### src/rtl/lsu_mem_stage_pkg.sv
// lsu_pkg: shared constants and types for the load/store memory stage.
//   - funct3 access-size encodings (F3_*)
//   - error cause codes (ERR_*)
//   - FSM state enum
//   - tmo_cnt_w(): width of the bus timeout counter for a given TIMEOUT
package lsu_pkg;

  localparam logic [2:0] F3_B  = 3'b000;
  localparam logic [2:0] F3_H  = 3'b001;
  localparam logic [2:0] F3_W  = 3'b010;
  localparam logic [2:0] F3_BU = 3'b100;
  localparam logic [2:0] F3_HU = 3'b101;

  localparam logic [1:0] ERR_MISALIGN = 2'b01;
  localparam logic [1:0] ERR_ILLEGAL  = 2'b10;
  localparam logic [1:0] ERR_TIMEOUT  = 2'b11;

  typedef enum logic [1:0] {
    ST_IDLE = 2'd0,
    ST_BUS  = 2'd1,
    ST_RESP = 2'd2,
    ST_ERR  = 2'd3
  } lsu_state_e;

  // A disabled timeout (0) still needs a 1-bit counter to keep the
  // declarations legal.
  function automatic int tmo_cnt_w(input int timeout);
    return (timeout < 1) ? 1 : $clog2(timeout + 1);
  endfunction

endpackage

### src/rtl/lsu_mem_stage_if.sv
// lsu_mem_stage_if: data-memory req/ack bus.
//   master (LSU) drives mem_req, mem_we, mem_addr, mem_wdata, mem_wstrb;
//   slave (memory) drives mem_ack, mem_rdata. mem_rdata is valid with mem_ack.
interface lsu_mem_stage_if #(
  parameter int WIDTH = 32
);
  logic             mem_req;
  logic             mem_we;
  logic [WIDTH-1:0] mem_addr;
  logic [WIDTH-1:0] mem_wdata;
  logic [3:0]       mem_wstrb;
  logic             mem_ack;
  logic [WIDTH-1:0] mem_rdata;

  modport master (
    output mem_req, mem_we, mem_addr, mem_wdata, mem_wstrb,
    input  mem_ack, mem_rdata
  );

  modport slave (
    input  mem_req, mem_we, mem_addr, mem_wdata, mem_wstrb,
    output mem_ack, mem_rdata
  );
endinterface

### src/rtl/lsu_mem_stage_lane_align.sv
// lsu_lane_align: purely combinational byte-lane logic for the LSU.
//   in : funct3, offset (addr[1:0]), is_store, st_data, rdata
//   out: wdata/wstrb  - replicated store data and byte enables
//        ld_data      - selected load lane, sign/zero extended
//        misalign     - access not naturally aligned for its size
//        illegal      - funct3 not a legal encoding for the direction
module lsu_lane_align
  import lsu_pkg::*;
(
  input  logic [2:0]  funct3,
  input  logic [1:0]  offset,
  input  logic        is_store,
  input  logic [31:0] st_data,
  input  logic [31:0] rdata,
  output logic [31:0] wdata,
  output logic [3:0]  wstrb,
  output logic [31:0] ld_data,
  output logic        misalign,
  output logic        illegal
);

  logic [7:0]  ld_byte;
  logic [15:0] ld_half;

  always_comb begin
    ld_byte = rdata[7:0];
    case (offset)
      2'd0: ld_byte = rdata[7:0];
      2'd1: ld_byte = rdata[15:8];
      2'd2: ld_byte = rdata[23:16];
      2'd3: ld_byte = rdata[31:24];
      default: ld_byte = rdata[7:0];
    endcase
    ld_half = offset[1] ? rdata[31:16] : rdata[15:0];
  end

  always_comb begin
    wdata    = st_data;
    wstrb    = 4'b0000;
    ld_data  = '0;
    misalign = 1'b0;
    illegal  = 1'b0;
    case (funct3)
      F3_B: begin
        wdata   = {4{st_data[7:0]}};
        wstrb   = 4'b0001 << offset;
        ld_data = {{24{ld_byte[7]}}, ld_byte};
      end
      F3_H: begin
        wdata    = {2{st_data[15:0]}};
        wstrb    = 4'b0011 << offset;
        ld_data  = {{16{ld_half[15]}}, ld_half};
        misalign = offset[0];
      end
      F3_W: begin
        wdata    = st_data;
        wstrb    = 4'b1111;
        ld_data  = rdata;
        misalign = |offset;
      end
      F3_BU: begin
        ld_data = {24'd0, ld_byte};
        illegal = is_store;
      end
      F3_HU: begin
        ld_data  = {16'd0, ld_half};
        misalign = offset[0];
        illegal  = is_store;
      end
      default: illegal = 1'b1;
    endcase
  end

endmodule

### src/rtl/lsu_mem_stage.sv
// lsu_mem_stage: load/store stage behind the ALU.
//   clk, rst       - clock, synchronous active-high reset
//   alu_valid/alu_result, ld_en, st_en, funct3, st_data, rd_in - op request
//   ready          - high only in IDLE
//   mem_bus        - req/ack data-memory master port
//   wb_valid/wb_data/wb_rd - load write-back (data/rd hold between loads)
//   st_done        - store completion strobe
//   err_valid/err_code     - error strobe and cause
//
// state | meaning
// IDLE  | waiting for an op, request fields latched on accept
// BUS   | mem_req held until ack or timeout
// RESP  | one-cycle wb_valid or st_done
// ERR   | one-cycle error state; strobe is registered out of it
module lsu_mem_stage
  import lsu_pkg::*;
#(
  parameter int WIDTH   = 32,
  parameter int TIMEOUT = 16
) (
  input  logic             clk,
  input  logic             rst,
  input  logic             alu_valid,
  input  logic [WIDTH-1:0] alu_result,
  input  logic             ld_en,
  input  logic             st_en,
  input  logic [2:0]       funct3,
  input  logic [WIDTH-1:0] st_data,
  input  logic [4:0]       rd_in,
  output logic             ready,
  lsu_mem_stage_if.master  mem_bus,
  output logic             wb_valid,
  output logic [WIDTH-1:0] wb_data,
  output logic [4:0]       wb_rd,
  output logic             st_done,
  output logic             err_valid,
  output logic [1:0]       err_code
);

  localparam int CNT_W = tmo_cnt_w(TIMEOUT);
  localparam logic [CNT_W-1:0] TMO_LOAD = CNT_W'((TIMEOUT > 0) ? TIMEOUT - 1 : 0);

  lsu_state_e       state_q, state_d;
  logic [WIDTH-1:0] addr_q, addr_d;
  logic [WIDTH-1:0] st_data_q, st_data_d;
  logic [WIDTH-1:0] wb_data_q, wb_data_d;
  logic [2:0]       funct3_q, funct3_d;
  logic [4:0]       rd_q, rd_d;
  logic [4:0]       wb_rd_q, wb_rd_d;
  logic             we_q, we_d;
  logic [1:0]       cause_q, cause_d;
  logic [1:0]       err_code_q, err_code_d;
  logic             err_valid_q, err_valid_d;
  logic [CNT_W-1:0] tmo_q, tmo_d;

  logic        in_idle, in_bus, in_resp, accept;
  logic [2:0]  al_funct3;
  logic [1:0]  al_offset;
  logic        al_store;
  logic [31:0] al_wdata, al_ld_data;
  logic [3:0]  al_wstrb;
  logic        al_misalign, al_illegal;

  assign in_idle = (state_q == ST_IDLE);
  assign in_bus  = (state_q == ST_BUS);
  assign in_resp = (state_q == ST_RESP);
  assign accept  = alu_valid & (ld_en | st_en);

  // In IDLE the aligner classifies the incoming op; afterwards it works on
  // the latched copy so the bus outputs stay stable for the whole request.
  assign al_funct3 = in_idle ? funct3         : funct3_q;
  assign al_offset = in_idle ? alu_result[1:0] : addr_q[1:0];
  assign al_store  = in_idle ? st_en          : we_q;

  lsu_lane_align u_align (
    .funct3   (al_funct3),
    .offset   (al_offset),
    .is_store (al_store),
    .st_data  (st_data_q),
    .rdata    (mem_bus.mem_rdata),
    .wdata    (al_wdata),
    .wstrb    (al_wstrb),
    .ld_data  (al_ld_data),
    .misalign (al_misalign),
    .illegal  (al_illegal)
  );

  always_comb begin
    state_d     = state_q;
    addr_d      = addr_q;
    st_data_d   = st_data_q;
    funct3_d    = funct3_q;
    rd_d        = rd_q;
    we_d        = we_q;
    cause_d     = cause_q;
    tmo_d       = tmo_q;
    wb_data_d   = wb_data_q;
    wb_rd_d     = wb_rd_q;
    err_valid_d = 1'b0;
    err_code_d  = 2'b00;

    case (state_q)
      ST_IDLE: begin
        if (accept) begin
          addr_d    = alu_result;
          st_data_d = st_data;
          funct3_d  = funct3;
          rd_d      = rd_in;
          we_d      = st_en;
          tmo_d     = TMO_LOAD;
          if ((ld_en && st_en) || al_illegal) begin
            cause_d = ERR_ILLEGAL;
            state_d = ST_ERR;
          end else if (al_misalign) begin
            cause_d = ERR_MISALIGN;
            state_d = ST_ERR;
          end else begin
            state_d = ST_BUS;
          end
        end
      end

      ST_BUS: begin
        if (mem_bus.mem_ack) begin
          state_d = ST_RESP;
          if (!we_q) begin
            wb_data_d = al_ld_data;
            wb_rd_d   = rd_q;
          end
        end else if (TIMEOUT > 0) begin
          // Counter was loaded with TIMEOUT-1, so reaching zero without an
          // ack means this is the TIMEOUT-th request cycle.
          if (tmo_q == '0) begin
            cause_d = ERR_TIMEOUT;
            state_d = ST_ERR;
          end else begin
            tmo_d = tmo_q - CNT_W'(1);
          end
        end
      end

      ST_RESP: state_d = ST_IDLE;

      ST_ERR: begin
        err_valid_d = 1'b1;
        err_code_d  = cause_q;
        state_d     = ST_IDLE;
      end

      default: state_d = ST_IDLE;
    endcase
  end

  always_ff @(posedge clk) begin
    if (rst) begin
      state_q     <= ST_IDLE;
      addr_q      <= '0;
      st_data_q   <= '0;
      funct3_q    <= '0;
      rd_q        <= '0;
      we_q        <= 1'b0;
      cause_q     <= 2'b00;
      tmo_q       <= '0;
      wb_data_q   <= '0;
      wb_rd_q     <= '0;
      err_valid_q <= 1'b0;
      err_code_q  <= 2'b00;
    end else begin
      state_q     <= state_d;
      addr_q      <= addr_d;
      st_data_q   <= st_data_d;
      funct3_q    <= funct3_d;
      rd_q        <= rd_d;
      we_q        <= we_d;
      cause_q     <= cause_d;
      tmo_q       <= tmo_d;
      wb_data_q   <= wb_data_d;
      wb_rd_q     <= wb_rd_d;
      err_valid_q <= err_valid_d;
      err_code_q  <= err_code_d;
    end
  end

  assign ready = in_idle;

  // Bus fields are forced to zero outside BUS so the idle/reset bus is quiet.
  assign mem_bus.mem_req   = in_bus;
  assign mem_bus.mem_we    = in_bus & we_q;
  assign mem_bus.mem_addr  = in_bus ? {addr_q[WIDTH-1:2], 2'b00} : '0;
  assign mem_bus.mem_wdata = (in_bus && we_q) ? al_wdata : '0;
  assign mem_bus.mem_wstrb = (in_bus && we_q) ? al_wstrb : 4'b0000;

  assign wb_valid  = in_resp & ~we_q;
  assign st_done   = in_resp & we_q;
  assign wb_data   = wb_data_q;
  assign wb_rd     = wb_rd_q;
  assign err_valid = err_valid_q;
  assign err_code  = err_code_q;

endmodule

### src/flat_wrapper.sv
// flat-port wrapper written by rule: the top's interface ports become plain ports
module lsu_mem_stage_flat import lsu_pkg::*;
#(
  parameter int WIDTH   = 32,
  parameter int TIMEOUT = 16
)
  (clk, rst, alu_valid, alu_result, ld_en, st_en, funct3, st_data, rd_in, ready, wb_valid, wb_data, wb_rd, st_done, err_valid, err_code, mem_bus_mem_req, mem_bus_mem_we, mem_bus_mem_addr, mem_bus_mem_wdata, mem_bus_mem_wstrb, mem_bus_mem_ack, mem_bus_mem_rdata);
  lsu_mem_stage_if #(.WIDTH(WIDTH)) mem_bus_i ();
  input  logic clk;
  input  logic rst;
  input  logic alu_valid;
  input  logic [WIDTH-1:0] alu_result;
  input  logic ld_en;
  input  logic st_en;
  input  logic [2:0] funct3;
  input  logic [WIDTH-1:0] st_data;
  input  logic [4:0] rd_in;
  output logic ready;
  output logic wb_valid;
  output logic [WIDTH-1:0] wb_data;
  output logic [4:0] wb_rd;
  output logic st_done;
  output logic err_valid;
  output logic [1:0] err_code;
  output wire logic [$bits(mem_bus_i.mem_req)-1:0] mem_bus_mem_req;
  output wire logic [$bits(mem_bus_i.mem_we)-1:0] mem_bus_mem_we;
  output wire logic [$bits(mem_bus_i.mem_addr)-1:0] mem_bus_mem_addr;
  output wire logic [$bits(mem_bus_i.mem_wdata)-1:0] mem_bus_mem_wdata;
  output wire logic [$bits(mem_bus_i.mem_wstrb)-1:0] mem_bus_mem_wstrb;
  input wire logic [$bits(mem_bus_i.mem_ack)-1:0] mem_bus_mem_ack;
  input wire logic [$bits(mem_bus_i.mem_rdata)-1:0] mem_bus_mem_rdata;
  assign mem_bus_mem_req = mem_bus_i.mem_req;
  assign mem_bus_mem_we = mem_bus_i.mem_we;
  assign mem_bus_mem_addr = mem_bus_i.mem_addr;
  assign mem_bus_mem_wdata = mem_bus_i.mem_wdata;
  assign mem_bus_mem_wstrb = mem_bus_i.mem_wstrb;
  assign mem_bus_i.mem_ack = mem_bus_mem_ack;
  assign mem_bus_i.mem_rdata = mem_bus_mem_rdata;
  lsu_mem_stage #(.WIDTH(WIDTH), .TIMEOUT(TIMEOUT)) u_core (.clk(clk), .rst(rst), .alu_valid(alu_valid), .alu_result(alu_result), .ld_en(ld_en), .st_en(st_en), .funct3(funct3), .st_data(st_data), .rd_in(rd_in), .ready(ready), .mem_bus(mem_bus_i), .wb_valid(wb_valid), .wb_data(wb_data), .wb_rd(wb_rd), .st_done(st_done), .err_valid(err_valid), .err_code(err_code));
endmodule
### config.mk
export PLATFORM = sky130hd
export DESIGN_NAME = lsu_mem_stage_flat
export DESIGN_NICKNAME = d
export VERILOG_FILES = /design/src/rtl/lsu_mem_stage_pkg.sv /design/src/rtl/lsu_mem_stage_if.sv /design/src/rtl/lsu_mem_stage_lane_align.sv /design/src/rtl/lsu_mem_stage.sv /design/src/flat_wrapper.sv
export SDC_FILE = /design/constraint.sdc
export NUM_CORES = 1
export LEC_CHECK = 0
export BUFFER_PORTS_ARGS = -buffer_cell sky130_fd_sc_hd__buf_2
export CAP_MARGIN = 20
export CORE_AREA = 5 5 104 130
export CTS_BUF_LIST = sky130_fd_sc_hd__clkbuf_8
export CTS_CLUSTER_DIAMETER = 150
export DETAILED_ROUTE_END_ITERATION = 7
export DIE_AREA = 0 0 109 135
export PLACE_DENSITY = 0.87
export REMOVE_ABC_BUFFERS = 1
export SYNTH_ARGS = -nofsm -noshare
export SYNTH_HDL_FRONTEND = slang
export SYNTH_HIERARCHICAL = 1
export SYNTH_SLANG_ARGS = --single-unit
### constraint.sdc
create_clock -name clk -period 3.7 [get_ports clk]
set_input_delay 0.74 -clock clk [delete_from_list [all_inputs] [get_ports clk]]
set_output_delay 0.74 -clock clk [all_outputs]
set_load 0.01 [all_outputs]
* Word level (Yosys, flattened, before mapping)
Index checks and enable logic that the tools add are counted.
** Storage, ports and cells
- Bits in registers :: 122
- Bits of input ports :: 110
- Output and inout port bits :: 113
- Word-level logic and storage cells :: 86
** Operators by class
- $add $sub $neg :: 1
- Eq/ne operators :: 16
- Shifts and indexed selects :: 2
- Muxes and demuxes :: 29
- Bitwise operators :: 7
- Reduce and logical (&&, ||, !) cells :: 19
** Operators by type and width (count)
- $pmux W32 S5 :: 1
- $mux W32 :: 2
- $pmux W32 S2 :: 1
- $pmux W8 S4 :: 1
- $mux W2 :: 10
- $mux W16 :: 1
- $mux W5 :: 3
- $pmux W4 S3 :: 1
- $pmux W5 S2 :: 1
- $reduce_or A2 Y1 :: 5
- $eq A2 B2 Y1 const B :: 4
- $ne A2 B2 Y1 const B :: 4
- $eq A3 B3 Y1 const B :: 2
- $ne A3 B3 Y1 const B :: 2
- $pmux W2 S3 :: 1
- $logic_not A5 Y1 :: 1
- $reduce_and A5 Y1 :: 1
- $sub A5 B1 Y5 const B :: 1
- $and A1 B1 Y1 :: 4
- $eq A2 B1 Y1 const B :: 2
- $logic_not A2 Y1 :: 2
- $mux W4 :: 1
- $pmux W1 S2 :: 2
- $pmux W2 S2 :: 1
- other kinds (16) :: 20

* Depth between registers and ports, before layout
- Depth in word-level cells :: 9
- Depth in mapped cells :: 12
- Depth with buffers taken out :: 9

* Hierarchy
Netlist, hierarchy kept.
** Modules (own cells, without submodules)
- lsu_mem_stage :: instances 1, cells each 633, area an instance 4962.3 µm², seq. area each 2442.3 µm²
- lsu_lane_align :: instances 1, cells each 187, area an instance 1183.6 µm², seq. area each 0.0 µm²

* Least setup slack after synthesis
Ideal clock, no wire load.
- Path kind :: flip-flop to output port
- From :: register u_core.state_q[1]
- To :: output mem_bus_mem_wdata[24]
- Arrival time :: 2.187 ns
- Data required time :: 2.960 ns
- Slack :: 0.773 ns
- Cell stages (with the launch flop) :: 11
- Path buffers :: 4
- Cells stage by stage :: dfxtp_1 buf_6 or2_4 inv_6 mux2_2 buf_2 or2_2 clkbuf_1 clkbuf_1 o21ai_0 and3_1
** On the way
- Longest elaborated chain between the ends :: 5
- Elaborated cells between the ends (all ways) :: 8
- Classes of those cells :: 2 x eq/ne; 3 x mux; 3 x reduce/logical
** Ends and longest elaborated chain
- from (decl) :: RTL line lsu_mem_stage.sv:43 : lsu_state_e state_q, state_d;
- from (signal assigned) :: RTL line lsu_mem_stage.sv:169 : state_q <= state_d;
- $logic_not A2 Y1 * :: RTL line lsu_mem_stage.sv:64 : assign in_idle = (state_q == ST_IDLE);
- via ready :: RTL line flat_wrapper.sv:18 : output logic ready;
- $mux W3 * :: RTL line lsu_mem_stage.sv:71 : assign al_funct3 = in_idle ? funct3 : funct3_q;
- via u_core.al_funct3[2] :: RTL line lsu_mem_stage.sv:57 : logic [2:0] al_funct3;
- $eq A3 B1 Y1 or $logic_not A3 Y1 (tied branches) :: RTL line lsu_mem_stage_lane_align.sv:43 : case (funct3)
- $pmux W32 S2 * :: RTL line lsu_mem_stage_lane_align.sv:43
- via u_core.al_wdata[24] :: RTL line lsu_mem_stage.sv:60 : logic [31:0] al_wdata, al_ld_data;
- $mux W32 * :: RTL line lsu_mem_stage.sv:190 : assign mem_bus.mem_wdata = (in_bus && we_q) ? al_wdata : '0;
- to (decl) :: RTL line flat_wrapper.sv:28 : output wire logic [$bits(mem_bus_i.mem_wdata)-1:0] mem_bus_mem_wdata;
Mark *: on every way through the listed nets, which the timed path passes. The rest lies on a longest branch.

* Worst setup path in the final report
- From :: register u_core.state_q[1]
- To :: output mem_bus_mem_wdata[24]
** On the way
- Longest elaborated chain between the ends :: 5
- Elaborated cells between the ends (all ways) :: 8
- Classes of those cells :: 2 x eq/ne; 3 x mux; 3 x reduce/logical
** Ends and longest elaborated chain (RTL line)
- $logic_not A2 Y1 * :: lsu_mem_stage.sv:64
- $mux W3 * :: lsu_mem_stage.sv:71
- via u_core.al_funct3[2] :: lsu_mem_stage.sv:57
- $eq A3 B1 Y1 or $logic_not A3 Y1 (tied branches) :: lsu_mem_stage_lane_align.sv:43
- $pmux W32 S2 * :: lsu_mem_stage_lane_align.sv:43
- via u_core.al_wdata[24] :: lsu_mem_stage.sv:60
- $mux W32 * :: lsu_mem_stage.sv:190
Marked as above.

==> run summary <==
The final hold slack is 0.4514 ns. The post-layout total power came out at about 0.0035 W. The tree is rooted in a clkbuf_8. In the synthesized netlist the dominant register cell turns out to be dfxtp_1. The clock latency at the later pin of the worst-skew pair is 0.42 ns. Wires add up to 18.38 mm.

For the pin with the worst max-slew slack, the measured transition is between 0.6 and 0.7 ns. By area, the combinational part of the netlist is dominated by simple AND/OR/NAND/NOR gates. The maximum clock path buffer count came out at 2.

The power per unit of standard cell area came out at 455.1 nW/um^2. The leftover overflow at the end of global routing is 0. The number of buffers inserted for hold repair after clock tree synthesis is 0. The via count of the first global-routing pass is 5764. The kind of cell with the highest combined delay along the critical path is simple AND/OR/NAND/NOR gates. The ratio of cells with drive above 1 in the final layout is 29.93%. The fraction of the mapped netlist area in compound gates came out at 16.57%. The worst setup path is captured at an output port. For this design, the sink count on the clock tree is 122.

The area share of the largest cell type after synthesis is 39.74%. At the worst endpoint, the arrival time is 2.83 ns. The share of the yosys chip area belonging to registers came out at 39.74%.

Across the routed clock network, the largest skew measured is 0.01041 ns. The highest achievable clock rate came out at 279.9 MHz. STA classifies the critical path startpoint as a register. The number of placed instances with taps included came out at roughly 1.1k. The post-synth design cell area came out at 6146 sq um.

The via count came out at 6274. The shortest period the worst path allows is approximately 3.6 ns. The max-slew violation count is 0. The floorplan step set the die width to approximately 110 microns. Traced cell by cell, the critical path runs through or2_4 -> inv_6 -> mux2_2 -> or2_2 -> buf_4 -> o21ai_0 -> and3_1 -> buf_2. The flow ran to the end, and the final reports show no timing, DRC or antenna violations. The synthesized flop and latch total came out at approximately 120. For this design the static power due to leakage is 3.593 nW. The violation count after the first detailed-route iteration is 445. The average vias per placed instance came out at between 5 and 6. The count of boundary I/O pins is ~220.

The number of diodes is 0. The number of enable-type register cells in the synthesized netlist is 0. The final cell area excluding filler cells is 7591 sq um. The number of distinct standard cells referenced by the synthesized netlist is 53. The first global-routing pass estimated 28.19 mm of wire. The required time of the critical path came out at between 2 and 3 ns. The clock slew at the register clock pins of the worst setup and hold paths is 0.08 ns. By area the synthesized netlist is led by dfxtp_1, nand2_1, a21oi_1.

The async set-or-reset flop fraction in the synthesized netlist is 0%. During placement, the flow inserted port buffers numbering 220. The clock tree synthesis step divided the H-tree into 4 levels. By instance count, the leading cell after synthesis is nand2_1.

The pin count of the biggest net entering global routing is 71. The count of final hold-check violations came out at 0. The critical-path maximum fanout came out at 19. The count of maximum capacitance violations came out at 0. The warning count from the yosys run is 6. The row count is 45. The number of antenna violations at the first check in global routing came out at 0. After Yosys synthesis, and, or, nand and nor cells account for 29.36% of the synthesized area.

The congestion estimate from routability-driven global placement came to 0.8088. The number of clock buffers inserted by TritonCTS came out at 17. In the routed design, unresolved DRC markers number 0. The share of cell area taken by muxes after synthesis is 6.270%. The post-synthesis share of cell area spent on xor and xnor gates came out at 0%. The number of instances resized during post-cts repair came out at 0. The all-layer global routing usage is 23.97%. The half-perimeter wire length after placement is about 13 mm.

The post-detailed-route wirelength per cell came out at roughly 16 microns. The mean cell area of the mapped netlist is 7.495 sq um. The area of the die is 14720 sq um. The count of placed standard cells in the final layout, fillers left out is 1173.

The highest cell delay on the worst timing path came out at 0.43 ns. The area inside the core boundary came out at 12110 sq um. The post-synthesis to final-layout area growth came out at 23.51%. Summed over all failing endpoints, the final setup total negative slack is 0 ns.

The arithmetic-cell share of the synthesized area counting full adders, half adders and majority gates is 0.2036%. The die boundary height came out at 135 microns. The final antenna-violating net count came out at 0.

By count the netlist is led by nand2_1, dfxtp_1, a21oi_1. For this configuration, the core starts out at a cell density of 50.77%. TritonCTS built the clock tree.

The portion of the clock cycle consumed by the worst path in the final layout is 96.57%. The first detailed-routing pass took 5 iterations. The buffer and inverter count on the worst path is 3.

The worst slew margin relative to its limit came out at a little over half. The cell area after placement came out at 7158 sq um. The maximum ir drop on the vdd rail is 0.2138 mV.

The number of instances in the synthesized netlist came out at 820. Setup repair after global routing left no endpoint under its margin. The final count of negative-setup-slack endpoints is 0.

In the final design database the tool counted 1107 nets. The min-delay analysis places its worst path in the category register to register. The slowest stage of the critical path belongs to the cell mux2_2. Summed over all instances, the cell type with the most area after synthesis is dfxtp_1. By startpoint and endpoint, the worst setup path is classified as register to output port. The number of buffers added for setup after CTS came out at 0.
tightest hold or removal path, stage by stage (launching register included):
cell     delay [ns]
dfxtp_1        0.31
nand2_1        0.05
a21oi_1        0.05
state kept, by name, summed over array words and instances, names as in the netlist:
register,count
u_core/err_valid,1
u_core/cause_q,2
u_core/rd_q,5
u_core/state_q,2
u_core/wb_rd,5
u_core/err_code,2
u_core/st_data_q,32
u_core/addr_q,32
u_core/we_q,1
u_core/wb_data,32
u_core/funct3_q,3
u_core/tmo_q,5
report_power, final:
| group | switching, W | internal (W) | total [W] |
|---|---|---|---|
| clock | 0.000561 | 0.000709 | 0.00127 |
| sequential | 0.0000584 | 0.00139 | 0.00145 |
| combinational | 0.000444 | 0.000290 | 0.000734 |
| total | 0.00106 | 0.00239 | 0.00345 |
routing by layer:
metal | global-route usage, % | part of all wire [%] | wire [microns] | up-vias
met5 | 0 | 0 | 0 | -
met4 | 8.351 | 1.9 | 342 | 0
met3 | 7.795 | 10 | 1841 | 35
met2 | 40.23 | 49 | 8991 | 306
met1 | 28.49 | 39 | 7203 | 2875
li1 | - | - | - | 3058
logic make-up after synthesis:
logic type | count (synthesis)
fa+ha+maj | 1
mux | 34
other cells | 1
simple gates | 398
flops | 122
compound gates | 177
buf+inv | 87
placed cells by master (no fill, tap or decap), types with 3 or more instances in the layout:
| cell type | netlist | routed |
|---|---|---|
| nor3b_1 | 3 | 3 |
| o21ai_0 | 30 | 30 |
| nor3_2 | 3 | 3 |
| inv_1 | 8 | 8 |
| bufinv_16 | 0 | 3 |
| and3_1 | 37 | 37 |
| mux2i_1 | 16 | 16 |
| nand3b_1 | 3 | 3 |
| nor2_1 | 23 | 23 |
| buf_2 | 24 | 219 |
| nor2b_1 | 4 | 3 |
| nor3_1 | 5 | 5 |
| a21oi_1 | 115 | 115 |
| clkbuf_8 | 0 | 19 |
| a221o_1 | 8 | 8 |
| nand2_1 | 272 | 271 |
| inv_6 | 1 | 3 |
| dfxtp_1 | 122 | 122 |
| and2_1 | 32 | 32 |
| mux2_2 | 16 | 15 |
| clkinv_4 | 0 | 4 |
| buf_4 | 14 | 13 |
| nand2b_1 | 4 | 4 |
| a211o_1 | 7 | 7 |
stage by stage:
step,setup WS (ns),utilization (%)
after floorplan,0.01713,-
after global placement,0.5896,59.13
after detailed placement,0.5442,59.13
after CTS,0.08128,62.68
after global routing,0.003619,62.71
final,0.1271,62.71
path summary, 6_finish.rpt:
path / depth (start not counted) / slack [ns] / end / from
hold reg to reg: 2 / 0.45 / u_core/addr_q[18]$_SDFFE_PP0P_ / u_core/addr_q[18]$_SDFFE_PP0P_
setup / recovery: 8 / 0.13 / mem_bus_mem_wdata[24] / u_core/state_q[1]$_SDFFE_PP0P_
setup reg to reg: 9 / 0.77 / u_core/cause_q[1]$_SDFFE_PP0P_ / u_core/state_q[1]$_SDFFE_PP0P_
hold / removal: 2 / 0.45 / u_core/addr_q[18]$_SDFFE_PP0P_ / u_core/addr_q[18]$_SDFFE_PP0P_
area by class of cell:
cell class	instances	area [sq um]
fillers	1077	4514
multi-input cells	612	3242
flip-flops and latches	122	2442
repair buffers	234	1234
clock buffers	19	261.5
well taps	164	205.2
clock inverters	13	167.7
inverters	9	38.79
Power figures use the tool's default switching activity.
